==> config.mk <==
export PLATFORM = sky130hd
export DESIGN_NAME = if_stage_ibuf
export DESIGN_NICKNAME = d
export VERILOG_FILES = /design/src/rtl/if_stage_ibuf_pkg.sv /design/src/rtl/if_stage_ibuf_fifo.sv /design/src/rtl/if_stage_ibuf.sv
export SDC_FILE = /design/constraint.sdc
export NUM_CORES = 1
export LEC_CHECK = 0
export ABC_AREA = 1
export CAP_MARGIN = 10
export CORE_AREA = 2 2 241 148
export DETAILED_ROUTE_END_ITERATION = 12
export DIE_AREA = 0 0 243 150
export PLACE_DENSITY_LB_ADDON = 0.1
export SLEW_MARGIN = 15
export SYNTH_ARGS = -nofsm -noshare
export SYNTH_HDL_FRONTEND = slang
export SYNTH_SLANG_ARGS = --single-unit
==> constraint.sdc <==
create_clock -name clk -period 10.6 [get_ports clk]
set_clock_uncertainty 0.2 [all_clocks]
set_input_delay 2.12 -clock clk [delete_from_list [all_inputs] [get_ports clk]]
set_output_delay 2.12 -clock clk [all_outputs]
set_load 0.01 [all_outputs]
==> src/rtl/if_stage_ibuf_pkg.sv <==
// Shared definitions for the buffered fetch stage: decode bus layout and reset vector.
package if_stage_ibuf_pkg;

  localparam int FS_TO_DS_BUS_WD = 65;
  localparam int BUS_ADEL_BIT    = 64;
  localparam int BUS_INST_LSB    = 32;
  localparam int BUS_PC_LSB      = 0;

  localparam logic [31:0] DEFAULT_RESET_PC = 32'hbfc00000;

  // Field order matches the bus: {adel, inst, pc}.
  typedef struct packed {
    logic        adel;
    logic [31:0] inst;
    logic [31:0] pc;
  } fs_entry_t;

endpackage

==> src/rtl/if_stage_ibuf_fifo.sv <==
// Synchronous FIFO with occupancy count and flush; head is read straight from storage (no bypass).
module sync_fifo_cnt #(
  parameter int WIDTH = 32,
  parameter int DEPTH = 4
) (
  input  logic                         clk,
  input  logic                         reset,
  input  logic                         push,
  input  logic [WIDTH-1:0]             push_data,
  input  logic                         pop,
  input  logic                         flush,
  output logic [WIDTH-1:0]             head,
  output logic [$clog2(DEPTH+1)-1:0]   count
);

  localparam int AW = (DEPTH > 1) ? $clog2(DEPTH) : 1;
  localparam int CW = $clog2(DEPTH + 1);

  logic [WIDTH-1:0] mem [DEPTH];
  logic [AW-1:0]    wr_ptr_reg;
  logic [AW-1:0]    rd_ptr_reg;
  logic [CW-1:0]    count_reg;
  logic             do_push;
  logic             do_pop;

  // A flush discards both the contents and any same-cycle push/pop.
  assign do_push = push & ~flush;
  assign do_pop  = pop & ~flush;

  function automatic logic [AW-1:0] ptr_inc(input logic [AW-1:0] p);
    return (p == AW'(DEPTH - 1)) ? '0 : p + AW'(1);
  endfunction

  always_ff @(posedge clk) begin
    if (reset || flush) begin
      wr_ptr_reg <= '0;
      rd_ptr_reg <= '0;
      count_reg  <= '0;
    end else begin
      if (do_push) wr_ptr_reg <= ptr_inc(wr_ptr_reg);
      if (do_pop)  rd_ptr_reg <= ptr_inc(rd_ptr_reg);
      case ({do_push, do_pop})
        2'b10:   count_reg <= count_reg + CW'(1);
        2'b01:   count_reg <= count_reg - CW'(1);
        default: count_reg <= count_reg;
      endcase
    end
  end

  always_ff @(posedge clk) begin
    if (do_push) mem[wr_ptr_reg] <= push_data;
  end

  assign head  = mem[rd_ptr_reg];
  assign count = count_reg;

  a_no_overflow: assert property (@(posedge clk) disable iff (reset)
    !(do_push && !do_pop && count_reg == CW'(DEPTH)));
  a_no_underflow: assert property (@(posedge clk) disable iff (reset)
    !(do_pop && count_reg == '0));

endmodule

==> src/rtl/if_stage_ibuf.sv <==
// Fetch stage: PC generation, pipelined inst SRAM requests and a DEPTH-entry instruction buffer.
module if_stage_ibuf
  import if_stage_ibuf_pkg::*;
#(
  parameter int          DEPTH     = 4,
  parameter int          MAX_OUTST = 2,
  parameter logic [31:0] RESET_PC  = DEFAULT_RESET_PC
) (
  input  logic                       clk,
  input  logic                       reset,
  input  logic                       ds_allowin,
  output logic                       fs_to_ds_valid,
  output logic [FS_TO_DS_BUS_WD-1:0] fs_to_ds_bus,
  input  logic                       flush_valid,
  input  logic [31:0]                flush_pc,
  input  logic                       wr_re,
  output logic                       inst_sram_req,
  output logic                       inst_sram_wr,
  output logic [1:0]                 inst_sram_size,
  output logic [31:0]                inst_sram_addr,
  output logic [31:0]                inst_sram_wdata,
  input  logic [31:0]                inst_sram_rdata,
  input  logic                       inst_sram_addrok,
  input  logic                       inst_sram_dataok
);

  localparam int BCW = $clog2(DEPTH + 1);
  localparam int QCW = $clog2(MAX_OUTST + 1);
  localparam int DCW = $clog2(MAX_OUTST + 2);

  logic [31:0]    fetch_pc_reg;
  logic           fetch_halt_reg;
  logic           pend_reg;
  logic [31:0]    pend_addr_reg;
  logic           pend_stale_reg;
  logic [DCW-1:0] discard_reg;

  logic [BCW-1:0] ibuf_count;
  logic [QCW-1:0] inflight;
  logic [QCW-1:0] inflight_next;
  logic [BCW:0]   occupancy;
  fs_entry_t      ibuf_head;
  fs_entry_t      ibuf_wdata;
  logic [31:0]    pcq_head;
  logic           want, hs, pend_next, drop, ret_push, adel_push, ibuf_push, ibuf_pop;

  // The PC FIFO count doubles as the in-flight counter.
  assign occupancy = {1'b0, ibuf_count} + (BCW + 1)'(inflight);
  assign want = ~fetch_halt_reg & (inflight < QCW'(MAX_OUTST))
              & (occupancy < (BCW + 1)'(DEPTH)) & (fetch_pc_reg[1:0] == 2'b00);

  // A request already on the bus stays there regardless of wr_re or flush.
  assign inst_sram_req   = ~reset & (pend_reg | (want & ~wr_re));
  assign inst_sram_addr  = pend_reg ? pend_addr_reg : fetch_pc_reg;
  assign inst_sram_wr    = 1'b0;
  assign inst_sram_size  = 2'd2;
  assign inst_sram_wdata = 32'h0;

  assign hs            = inst_sram_req & inst_sram_addrok;
  assign pend_next     = inst_sram_req & ~inst_sram_addrok;
  assign inflight_next = inflight + QCW'(hs) - QCW'(inst_sram_dataok);

  assign drop      = inst_sram_dataok & (discard_reg != '0);
  assign ret_push  = inst_sram_dataok & ~drop;
  assign adel_push = ~fetch_halt_reg & (fetch_pc_reg[1:0] != 2'b00) & (inflight == '0)
                   & (discard_reg == '0) & ~pend_reg & (ibuf_count < BCW'(DEPTH));
  assign ibuf_push = ret_push | adel_push;

  always_comb begin
    ibuf_wdata = '{adel: 1'b0, inst: inst_sram_rdata, pc: pcq_head};
    if (!ret_push) ibuf_wdata = '{adel: 1'b1, inst: 32'h0, pc: fetch_pc_reg};
  end

  assign fs_to_ds_valid = (ibuf_count != '0) & ~flush_valid;
  assign fs_to_ds_bus   = fs_to_ds_valid ? ibuf_head : '0;
  assign ibuf_pop       = fs_to_ds_valid & ds_allowin;

  always_ff @(posedge clk) begin
    if (reset) begin
      fetch_pc_reg   <= RESET_PC;
      fetch_halt_reg <= 1'b0;
      pend_reg       <= 1'b0;
      pend_addr_reg  <= 32'h0;
      pend_stale_reg <= 1'b0;
      discard_reg    <= '0;
    end else begin
      pend_reg       <= pend_next;
      pend_addr_reg  <= inst_sram_addr;
      // A pending request that survives a flush belongs to the old path.
      pend_stale_reg <= pend_next & (flush_valid | pend_stale_reg);
      if (flush_valid) begin
        fetch_pc_reg   <= flush_pc;
        fetch_halt_reg <= 1'b0;
        discard_reg    <= DCW'(inflight_next) + DCW'(pend_next);
      end else begin
        if (hs && !(pend_reg && pend_stale_reg)) fetch_pc_reg <= fetch_pc_reg + 32'd4;
        if (drop)      discard_reg    <= discard_reg - DCW'(1);
        if (adel_push) fetch_halt_reg <= 1'b1;
      end
    end
  end

  sync_fifo_cnt #(.WIDTH(FS_TO_DS_BUS_WD), .DEPTH(DEPTH)) u_ibuf (
    .clk       (clk),
    .reset     (reset),
    .push      (ibuf_push),
    .push_data (ibuf_wdata),
    .pop       (ibuf_pop),
    .flush     (flush_valid),
    .head      (ibuf_head),
    .count     (ibuf_count)
  );

  // Discarded requests still pop their PC here when their data returns.
  sync_fifo_cnt #(.WIDTH(32), .DEPTH(MAX_OUTST)) u_pcq (
    .clk       (clk),
    .reset     (reset),
    .push      (hs),
    .push_data (inst_sram_addr),
    .pop       (inst_sram_dataok),
    .flush     (1'b0),
    .head      (pcq_head),
    .count     (inflight)
  );

endmodule

== After elaboration in Yosys (flattened, before gate mapping) ==
Memories as Yosys holds them, arrays and structs flattened. A register that Yosys moved wholly into a read port is not among the register bits.
Index checks and enable logic that the tools add are counted.

* $add $sub $neg: 14
* Order comparisons: 3
* Eq/ne operators: 6
* Mux-type cells: 21
* Bitwise gates (word level): 29
* Reductions and logical operators: 15

{| class="wikitable"
|+ Operators with widths
! cell !! number
|-
| 65-bit 2-to-1 mux || 2
|-
| 32-bit 2-to-1 mux || 3
|-
| 32-bit by 3-bit adder with 32-bit output (second input constant) || 1
|-
| 1-bit bitwise AND || 19
|-
| 2-bit 2-to-1 mux || 6
|-
| 2-bit nonzero test || 6
|-
| 2-bit equality test (second input constant) || 4
|-
| 1-bit 2-to-1 mux || 8
|-
| 1-bit inverter || 7
|-
| 2-bit by 1-bit adder with 2-bit output (second input constant) || 3
|-
| 2-bit zero test || 3
|-
| 3-bit one-hot mux with 2 select lines || 1
|-
| 2-bit by 1-bit adder with 2-bit output || 2
|-
| 3-bit by 2-bit adder with 4-bit output || 1
|-
| 2-bit by 1-bit equality test with 1-bit output (second input constant) || 2
|-
| 4-bit by 3-bit < comparator with 1-bit output (second input constant) || 1
|-
| 2-bit one-hot mux with 2 select lines || 1
|-
| 2-bit by 1-bit subtractor with 2-bit output (second input constant) || 2
|-
| 3-bit by 1-bit adder with 3-bit output (second input constant) || 1
|-
| 3-bit < comparator (second input constant) || 1
|-
| 1-bit OR || 3
|-
| 3-bit nonzero test || 1
|-
| 3-bit by 1-bit subtractor with 3-bit output (second input constant) || 1
|-
| 1-bit adder (second input constant) || 2
|-
| 6 further kinds || 7
|}

* Flip-flop bits (word level): 80
* Memory bits (writable): 324
* Bits of input ports: 71
* Output and inout port bits: 134
* Logic and storage cells: 102
* Memories kept: 2

{| class="wikitable"
|+ Memories
! memory !! words !! width !! read ports !! clocked after Yosys merged registers in !! wr ports !! line !! RTL
|-
| u_ibuf.mem || 4 || 65 || 1 || 1 || 1 || if_stage_ibuf_fifo.sv:19 || <nowiki>logic [WIDTH-1:0] mem [DEPTH];</nowiki>
|-
| u_pcq.mem || 2 || 32 || 1 || 1 || 1 || if_stage_ibuf_fifo.sv:19 ||
|}

== Longest topological paths before layout ==
* Depth in word-level cells: 12
* Mapped depth: 14
* Gate-level depth less buffers: 14

== Cells and area by module ==
Synthesis repeated with hierarchy kept, for this count alone.

* Cells, all modules: 1752
* Area total of the unflattened synthesis: 18445.2 µm²

{| class="wikitable"
|+ By module, submodules not included
! module !! instances !! cells an instance !! area each (µm²) !! seq. area each (µm²)
|-
| sync_fifo_cnt at u_ibuf || 1 || 691 || 10433.8 || 7987.7
|-
| if_stage_ibuf || 1 || 927 || 5313.8 || 1381.3
|-
| sync_fifo_cnt at u_pcq || 1 || 134 || 2697.6 || 2021.9
|}

== Least setup slack after synthesis ==
Ideal clock, no wire load.

* Path kind: input port to flip-flop
* Start: in inst_sram_dataok
* End: mem u_ibuf.mem[3][0] (netlist bit) (enable)
* Library setup time: 0.490 ns
* Data arrival time: 5.183 ns
* Data required time: 9.910 ns
* Setup slack: 4.727 ns
* Stages: 4
* Buffers on the path: 0
* Cells stage by stage: nand2_1 -> nand2_1 -> nand2_1 -> nor2_1

* Cells in the longest elaborated chain, start to end: 7

{| class="wikitable"
|+ RTL lines
! what !! line !! RTL
|-
| from (decl) || if_stage_ibuf.sv:24 || <nowiki>input logic inst_sram_dataok</nowiki>
|-
| 1-bit bitwise AND || if_stage_ibuf.sv:63 || <nowiki>assign drop = inst_sram_dataok & (discard_reg != '0);</nowiki>
|-
| 1-bit inverter || if_stage_ibuf.sv:64 || <nowiki>assign ret_push = inst_sram_dataok & ~drop;</nowiki>
|-
| 1-bit bitwise AND * || if_stage_ibuf.sv:64 ||
|-
| 1-bit OR * || if_stage_ibuf.sv:67 || <nowiki>assign ibuf_push = ret_push | adel_push;</nowiki>
|-
| 1-bit bitwise AND * || if_stage_ibuf_fifo.sv:27 || <nowiki>assign do_push = push & ~flush;</nowiki>
|-
| 1-bit 2-to-1 mux * || if_stage_ibuf_fifo.sv:51 || <nowiki>if (do_push) mem[wr_ptr_reg] <= push_data;</nowiki>
|-
| 1-bit 2-to-1 mux (not written as such) * || if_stage_ibuf_fifo.sv:51 ||
|-
| to (decl) || if_stage_ibuf_fifo.sv:19 ||
|}

Every way passes the cells marked *; elsewhere a longest branch is shown, timed or not.

== Final worst setup path ==
* Start: in flush_valid
* End: out fs_to_ds_bus[25]

* Cells in the longest elaborated chain, start to end: 3

{| class="wikitable"
|+ RTL lines
! what !! line !! RTL
|-
| from (decl) || if_stage_ibuf.sv:14 || <nowiki>input logic flush_valid,</nowiki>
|-
| 1-bit inverter || if_stage_ibuf.sv:74 || <nowiki>assign fs_to_ds_valid = (ibuf_count != '0) & ~flush_valid;</nowiki>
|-
| 1-bit bitwise AND || if_stage_ibuf.sv:74 ||
|-
| 65-bit 2-to-1 mux || if_stage_ibuf.sv:75 || <nowiki>assign fs_to_ds_bus = fs_to_ds_valid ? ibuf_head : '0;</nowiki>
|-
| to (decl) || if_stage_ibuf.sv:13 || <nowiki>output logic [FS_TO_DS_BUS_WD-1:0] fs_to_ds_bus,</nowiki>
|}

No other way between the ends.

==> out/metrics.yaml <==
outcome: "completed"
period_share_pct: 64.7
cellLeakagePower_uw: 0.00759
hold_path_class: "reg2reg"
regMostFlops: "u_ibuf.mem"
met1_usage_pct: 34.4
final_area_sq_um: 20800
synth_cell_type_count: 38
end_kind: "primary output"
largest_reg_flops: 260
postCtsSetupBuffers: 0
start_util_pct: 51.1
finalCriticalPeriod_ns: 6.85
clock-sinks: 407
first_pass_iters: 5
grt_usage_pct: 23.8
cts-root-buf: "clkbuf_16"
cts_buffer_depth: 3
core_area_sq_um: 34400
dieArea_sq_um: 36500
cts_hold_buf: 0
cts_tree: "built"
synth_top_area_share_pct: 55.4
path_clk_slew_ns: 0.06
die_y_microns: 150
cap_viol_max_count: 0
finalHoldViolations: 0
hold_ws_ns: 0.267
top_regs: "u_ibuf.mem (260), u_pcq.mem (64)"
grt_pass1_vias: 11600
yosysWarnings: 0
fmax_mhz: 146
ys_ff_latch: 407
syn_inst: 1749
maxSlewHeadroom_pct: 27.9
io_buffer_count: 169
worstSetupPathType: "in2out"
avgSynthCellArea_sq_um: 10.0
wire_per_inst_microns: 18.5
die_w_microns: 243
grt-busiest-layer: "met2"
gp_congestion: 0.948
grt_util_met3_pct: 4.54
yosysSeqAreaShare_pct: 64.9
netlist_area_sq_um: 17600
grt-ovfl-total: 0
finalNetCount: 1965
slew_viol_final: 0
drive_gt1_share_pct: 6.44
rows: 53
wl_microns: 43900
setup_viol: 0
drc: 0
met2_usage_pct: 37.5
dr_total_vias: 12600
setup-tns-final_ns: 0
ant_nets: 0
path_max_fanout: 61
required_ns: 8.28
tightest_slew_ns: 1.08
dp_hpwl_microns: 27100
total_power_uw: 3590
yosysTopAreaCell: "edfxtp_1"
cp-start-kind: "input pin"
place_area_sq_um: 19500
rsz0062_at_grt: "false"
viasPerCell: 5.29
syn_to_final_growth_pct: 18.3
antenna-diode-count: 0
cts_made_buffers: 39
grt_max_degree: 99
setup_ws_ns: 3.75
ir_worst_vdd_mv: 0.132
place_ws_ns: 3.73
grt_pass1_wl_microns: 66800
synthTopCellsByArea: "edfxtp_1 (55%), dfxtp_1 (9.5%), nor2_1 (8.0%), nand2_1 (5.2%), o21ai_0 (4.8%)"
antenna_found_initial: 0
critPathArrivalTime_ns: 4.53
first_iter_violations: 964
p_per_area_nw_per_um2: 173
ios: 205
post_cts_resized: 0
htree_levels: 2
clk_latency_ns: 0.53
through the flow:
stage	util [%]	instances
floorplan	-	1782
global placement	56.7	2307
detailed placement	56.7	2307
CTS	60.5	2376
finish	60.5	2376
global route	60.5	2376
layout by cell type (no fill, tap or decap), types with 7 or more instances in the layout:
| cell type | instances |
|---|---|
| nor2_1 | 368 |
| edfxtp_1 | 324 |
| nand2_1 | 244 |
| o21ai_0 | 170 |
| clkdlybuf4s50_1 | 168 |
| a21oi_1 | 146 |
| inv_1 | 89 |
| dfxtp_1 | 81 |
| nand3_1 | 60 |
| clkbuf_16 | 41 |
| conb_1 | 35 |
| o22ai_1 | 27 |
| buf_4 | 19 |
| xor2_1 | 16 |
| ha_1 | 11 |
| inv_2 | 10 |
| nor2_2 | 10 |
| clkinv_1 | 9 |
| nand4_1 | 8 |
| o21ai_1 | 8 |
| nor3_1 | 7 |
| nor2_4 | 7 |
| nand2_2 | 7 |
| clkinv_2 | 7 |
per-layer routing:
metal  up-vias  part of all wire [%]
met4         0                   1.6
met5         -                     0
met2       380                    46
met3        57                   6.6
li1       6129                     -
met1      6003                    46
area by class of cell:
class	count	area (sq um)
timing repair buffer	188	1830
tap	467	584
inverter	100	375
multi-input combinational	1145	5300
clock buffer	48	1060
clock inverter	21	223
sequential	407	11400
fill	2870	13600
final timing paths:
| check | startpoint | end | slack, ns | cells past startpoint |
|---|---|---|---|---|
| hold reg to reg | fetch_halt_reg | fetch_halt_reg | 0.27 | 2 |
| hold / removal | fetch_halt_reg | fetch_halt_reg | 0.27 | 2 |
| setup / recovery | flush_valid | fs_to_ds_bus[25] | 3.75 | 7 |
| setup reg to reg | discard_reg[0] | u_ibuf.mem[3][36] | 7.12 | 8 |
where the power goes:
group / switching [uW] / internal [uW] / total [uW]
combinational: 227 / 113 / 340
sequential: 29.8 / 1820 / 1850
clock: 577 / 832 / 1410
Yosys cell counts, drive strengths merged:
library cell,count
nand2,252
nand3b,1
ha,11
fa,2
a31oi,1
nand4,9
clkbuf,55
and3,1
inv,99
nor2,386
edfxtp,324
clkinv,1
o211a,1
buf,75
xnor2,2
dfxtp,83
nand3,63
a21oi,147
o22ai,27
or2,2
conb,2
xor2,16
o21ai,178
o31ai,1
nor3,10
kinds of logic (layout without fill, tap and decap cells):
group | count (synthesis) | count (layout) | share of synthesized area [%]
buf+inv | 230 | 357 | 5.88
xor+xnor | 18 | 18 | 0.898
compound gates | 355 | 355 | 10.4
flops | 407 | 407 | 64.9
simple gates | 724 | 724 | 16.9
fa+ha+maj | 13 | 13 | 1.01
other cells | 2 | 35 | 0.0428
critical path: stages:
cell,delay [ns]
clkdlybuf4s50_1,0.45
buf_4,0.35
a31oi_1,0.15
inv_2,0.19
buf_4,0.53
a21oi_1,0.13
clkdlybuf4s50_1,0.52
Note: power is estimated with default switching activity, not from simulation.
